--- src/rtl/forward_scoreboard.sv ---
// Operand bypass network with a per-register busy scoreboard for long-latency writers and stall generation.
// Optional build macro FWD_PERF_CNT_EN adds saturating stallCycles / forwardHits counters.
module forward_scoreboard #(
    parameter int XLEN       = 32,
    parameter int NUM_READ   = 2,
    parameter int NUM_STAGES = 2,
    parameter int NUM_REGS   = 32,
    localparam int RW        = $clog2(NUM_REGS)
) (
    input  logic                         clk,
    input  logic                         rstN,
    input  logic [NUM_READ-1:0]          readValid,
    input  logic [NUM_READ*RW-1:0]       readReg,
    input  logic [NUM_STAGES-1:0]        stageValid,
    input  logic [NUM_STAGES-1:0]        stageWriteEnable,
    input  logic [NUM_STAGES*RW-1:0]     stageDestReg,
    input  logic [NUM_STAGES-1:0]        stageDataReady,
    input  logic [NUM_STAGES*XLEN-1:0]   stageData,
    input  logic                         issueValid,
    input  logic                         issueLongLat,
    input  logic [RW-1:0]                issueDestReg,
    input  logic                         retireValid,
    input  logic [RW-1:0]                retireDestReg,
    input  logic                         flush,
    output logic [NUM_READ-1:0]          forwardEnable,
    output logic [NUM_READ*XLEN-1:0]     forwardData,
    output logic                         stall,
    output logic [NUM_REGS-1:0]          busyVector
`ifdef FWD_PERF_CNT_EN
    ,
    output logic [31:0]                  stallCycles,
    output logic [31:0]                  forwardHits
`endif
);

    logic [NUM_REGS-1:0] busyReg;
    logic [NUM_REGS-1:0] busyNext;
    logic [NUM_READ-1:0] portStall;
    logic                wawStall;
    logic                issueLongValid;

    assign busyVector = busyReg;

    // Per source port: youngest matching stage is authoritative, scoreboard covers everything else.
    genvar gi;
    generate
        for (gi = 0; gi < NUM_READ; gi++) begin : gPort
            logic [RW-1:0]   portReg;
            logic            portActive;
            logic            stageHit;
            logic            stageReady;
            logic [XLEN-1:0] stageValue;

            assign portReg    = readReg[gi*RW +: RW];
            assign portActive = readValid[gi] && (portReg != '0);

            always_comb begin
                stageHit   = 1'b0;
                stageReady = 1'b0;
                stageValue = '0;
                for (int s = 0; s < NUM_STAGES; s++) begin
                    if (!stageHit && stageValid[s] && stageWriteEnable[s] &&
                        (stageDestReg[s*RW +: RW] == portReg) &&
                        (stageDestReg[s*RW +: RW] != '0)) begin
                        stageHit   = 1'b1;
                        stageReady = stageDataReady[s];
                        stageValue = stageData[s*XLEN +: XLEN];
                    end
                end
            end

            always_comb begin
                forwardEnable[gi]             = portActive && stageHit && stageReady;
                forwardData[gi*XLEN +: XLEN]  = forwardEnable[gi] ? stageValue : '0;
                if (!portActive)
                    portStall[gi] = 1'b0;
                else if (stageHit)
                    portStall[gi] = !stageReady;
                else
                    portStall[gi] = busyReg[portReg];
            end
        end
    endgenerate

    // Only one outstanding long-latency writer per register is allowed.
    assign issueLongValid = issueValid && issueLongLat && (issueDestReg != '0);
    assign wawStall       = issueLongValid && busyReg[issueDestReg];
    assign stall          = ((|portStall) || wawStall) && !flush;

    generate
        for (gi = 0; gi < NUM_REGS; gi++) begin : gBusy
            if (gi == 0) begin : gZero
                assign busyNext[gi] = 1'b0;
            end else begin : gReg
                logic setBit;
                logic clearBit;
                assign setBit   = issueLongValid && !stall && !flush && (issueDestReg == RW'(gi));
                assign clearBit = retireValid && (retireDestReg == RW'(gi));
                // A same-cycle set belongs to a younger writer, so it overrides the retire.
                assign busyNext[gi] = setBit || (busyReg[gi] && !clearBit);
            end
        end
    endgenerate

    always_ff @(posedge clk or negedge rstN) begin
        if (!rstN)
            busyReg <= '0;
        else
            busyReg <= busyNext;
    end

`ifdef FWD_PERF_CNT_EN
    logic [31:0] stallCyclesReg;
    logic [31:0] forwardHitsReg;
    logic [31:0] hitCount;
    logic [32:0] stallSum;
    logic [32:0] hitSum;

    always_comb begin
        hitCount = '0;
        for (int p = 0; p < NUM_READ; p++)
            hitCount = hitCount + 32'(forwardEnable[p]);
    end

    assign stallSum = {1'b0, stallCyclesReg} + 33'd1;
    assign hitSum   = {1'b0, forwardHitsReg} + {1'b0, hitCount};

    always_ff @(posedge clk or negedge rstN) begin
        if (!rstN) begin
            stallCyclesReg <= '0;
            forwardHitsReg <= '0;
        end else begin
            if (stall)
                stallCyclesReg <= stallSum[32] ? '1 : stallSum[31:0];
            else
                forwardHitsReg <= hitSum[32] ? '1 : hitSum[31:0];
        end
    end

    assign stallCycles = stallCyclesReg;
    assign forwardHits = forwardHitsReg;
`endif

endmodule

--- config.mk ---
export PLATFORM = sky130hd
export DESIGN_NAME = forward_scoreboard
export DESIGN_NICKNAME = d
export VERILOG_FILES = /design/src/rtl/forward_scoreboard.sv
export SDC_FILE = /design/constraint.sdc
export NUM_CORES = 1
export LEC_CHECK = 0
export BUFFER_PORTS_ARGS = -buffer_cell sky130_fd_sc_hd__buf_2
export CAP_MARGIN = 20
export CORE_ASPECT_RATIO = 0.7
export CORE_MARGIN = 8
export CORE_UTILIZATION = 50
export CTS_BUF_LIST = sky130_fd_sc_hd__clkbuf_8
export DETAILED_ROUTE_END_ITERATION = 8
export PLACE_DENSITY_LB_ADDON = 0.08
export SKIP_LAST_GASP = 1
export SLEW_MARGIN = 40
export SYNTH_ARGS = -nofsm -noshare
export SYNTH_HDL_FRONTEND = slang
export SYNTH_SLANG_ARGS = --single-unit
--- constraint.sdc ---
create_clock -name clk -period 8.1 [get_ports clk]
set_clock_uncertainty 0.1 [all_clocks]
set_input_delay 0.81 -clock clk [delete_from_list [all_inputs] [get_ports clk]]
set_output_delay 0.81 -clock clk [all_outputs]
set_load 0.1 [all_outputs]
==> reports/qor.txt <==
Int Power - 0.000314 W
Syn Nets - 566
Post-synthesis async set-or-reset flop share - 100%
CTS Buf Count - 5
Placer Congestion - 0.927
Net Sw Power - 0.000308 W
H-tree levels - 2
TNS Setup - 0 ns
Final count of pins violating max slew - 0
Post-CTS setup buffers - 0
Most frequent CP cell - buf_2
RSZ-0062 raised after global routing - no
Post-Route WL - 15500 µm
1st-iter DRT viols - 455
Reg2reg end - busyVector[2]
Dominant cells by area after synthesis - dfrtp_1 20%, a22oi_1 12%, mux4_2 10%
Vias - 4646
Worst r2r src - busyVector[31]
Drt drc - 0
Layout cells sized above 1 - 44.8%
Layout Nets - 739
Final setup fails - 0
Antenna-violating nets left - 0
Sw frac - 49.5%
Total grt overflow - 0
Share of the synthesized area in the top cell type - 20.3%
Combinational share of power - 50.0%
Total of max-cap violations - 0
Resize count post-CTS - 0
Syn. warnings - 0
Post-Syn Area - 0.00381 mm²
# IOs - 207
Yosys reg bits - 31
Cells on worst reg2reg path - 7
Vias in the first global route - 4490
Slew HR - 49.8%
EDFF count, synth - 0
Ant. Diodes - 0
GRT Overall Usage - 27.2%
Hold WC Path Type - input pin to async pin
Crit path cell chain - buf_2 > or4_1 > o211ai_2 > nor4_4 > buf_4 > or3_1 > o311a_4 > o21ba_2 > buf_2
Vias/cell - 6.36
Power Total - 0.000622 W
Most used DFF post-synth - dfrtp_1
Delay of the slowest cell on the worst path - 0.60 ns
Total die area - 0.0107 mm²
Worst path required time - 7.19 ns
Post-Synthesis Cells - 458
P&R area growth vs syn - 29.0%
Yosys cell types - 49
Root Buffer - clkbuf_8
Hold WS - 0.485 ns
Max FFs per register - 31
Largest net degree at the start of global routing - 38
Clk network pwr share - 18.9%
HPWL Detailed - 12000 µm
Status - finished clean
Iteration count of the initial detailed-routing pass - 5
PD cells - 126 mW/mm²
Clock Tree Buf Depth - 2
WL per Instance - 21.2 µm
R2R Setup Slk - 5.29 ns
Seq pwr share - 31.2%
Critical path type - input pin to output port
Minimum clock period - 4.63 ns
Fmax - 0.216 GHz
Die Span X - 120 µm
TritonCTS clock tree - yes
Endpoint class of the critical path - output port
Final count of hold timing violations - 0
Port Buf Inserts - 205
First-pass GRT wire length - 23700 µm
Clk_lat worst skew - 0.29 ns
Core Box Area - 0.00735 mm²
Crit path max-delay cell type - o311a_4
Hold-fix buffers, CTS - 0
Critical Path Start Type - input pin
Worst-margin pin slew - 0.752 ns
Die height - 89.1 µm
Max VDD drop - 0.121 mV
Filler cells - 653
Post-route clock period utilization - 57.2%
Leakage - 2.18 nW
Area leader, netlist - dfrtp_1
Initial antenna violation count - 0
TritonCTS Sinks - 31
Sequential fraction of the synthesis area - 20.3%
CTS clk-pin slew, worst paths - 0.07 ns
Crit path DAT - 3.72 ns
Maximum fanout along the worst path - 37
Avg Cell Area, Syn - 8.33 µm²
# rows - 26
Initial Util - 51.9%
routing by layer:
layer / track usage, % / share of wire [%] / vias to the layer above
li1: - / - / 2085
met1: 37.2 / 41 / 2239
met2: 40.9 / 45 / 314
met3: 10.0 / 13 / 8
met4: 3.50 / 0.45 / 0
met5: 0 / 0 / -
cells by family after synthesis:
group / synth area share, %
AOI/OAI and AO/OA: 31.3
xor gates and xnor gates: 4.59
buffers and inverters: 5.67
DFF: 20.3
muxes: 15.8
other: 0.0983
and+or+nand+nor: 22.2
power by group through the flow:
stage          sequential (W)  combinational [W]  clock (W)
2_1_floorplan        0.000305           0.000110          0
3_3_place_gp         0.000195           0.000303          0
3_5_place_dp         0.000195           0.000308          0
4_1_cts              0.000192           0.000309   0.000116
5_1_grt              0.000195           0.000327   0.000125
6_report             0.000194           0.000311   0.000117
area by class of cell:
class / count / area (µm²) / share of cell area, %
Sequential cell: 31 / 776 / 15.8
Clock inverter: 3 / 12.5 / 0.254
Inverter: 6 / 22.5 / 0.458
Timing Repair Buffer: 208 / 1050 / 21.3
Clock buffer: 5 / 68.8 / 1.40
Multi-Input combinational cell: 379 / 2870 / 58.3
Tap cell: 98 / 123 / 2.49
critical path: cells and delay by family:
kind	cells	cell delay (ns)
compound gates	3	1.17
simple gates	3	1.05
buf+inv	3	0.67
metrics by stage:
step	area, µm²	instances	setup slack, ns	util [%]
2_1_floorplan	3810	458	3.45	-
3_3_place_gp	4810	722	3.37	65.5
3_5_place_dp	4830	722	3.49	65.8
4_1_cts	4920	730	3.48	66.9
5_1_grt	4920	730	3.38	66.9
6_report	4920	730	3.47	66.9
worst max path at each step:
stage	start	to	slack, ns	depth (start not counted)
2_1_floorplan	readReg[2]	forwardData[0]	3.45	9
3_3_place_gp	stageDestReg[1]	forwardData[54]	3.37	9
3_5_place_dp	stageDestReg[1]	stall	3.49	9
4_1_cts	stageDestReg[1]	stall	3.48	9
5_1_grt	stageDestReg[1]	stall	3.38	9
6_report	stageDestReg[1]	stall	3.47	9
cell usage after synthesis, types with 2 or more instances:
master	instances
a21oi_1	3
nand2_1	26
nand3b_1	5
nor4b_1	2
nand4_1	6
inv_1	6
nor4_1	3
nor2_1	71
nor3_1	5
or2_2	3
or4_1	2
mux2_2	9
o31ai_1	3
a22oi_1	63
dfrtp_1	31
nand4b_1	2
o22ai_1	2
nor4_2	2
a31oi_1	2
xor2_1	6
buf_6	3
nand2b_1	8
nor2b_1	11
or3_1	9
o31ai_2	29
xnor2_1	14
mux2i_1	12
mux4_2	17
nand3_1	16
buf_2	8
clkbuf_1	30
o21ai_0	32
cell usage in the layout, fill, tap and decap left out, types with 6 or more instances in the layout:
| cell | count |
|---|---|
| a22oi_1 | 63 |
| buf_2 | 205 |
| dfrtp_1 | 31 |
| inv_1 | 8 |
| mux2_2 | 9 |
| mux2i_1 | 12 |
| mux4_2 | 17 |
| nand2_1 | 26 |
| nand2b_1 | 7 |
| nand3_1 | 16 |
| nand4_1 | 6 |
| nor2_1 | 71 |
| nor2b_1 | 9 |
| o21ai_0 | 32 |
| o31ai_2 | 29 |
| or3_1 | 9 |
| xnor2_1 | 14 |
| xor2_1 | 6 |
No activity file was read; power rests on OpenSTA's default activity.
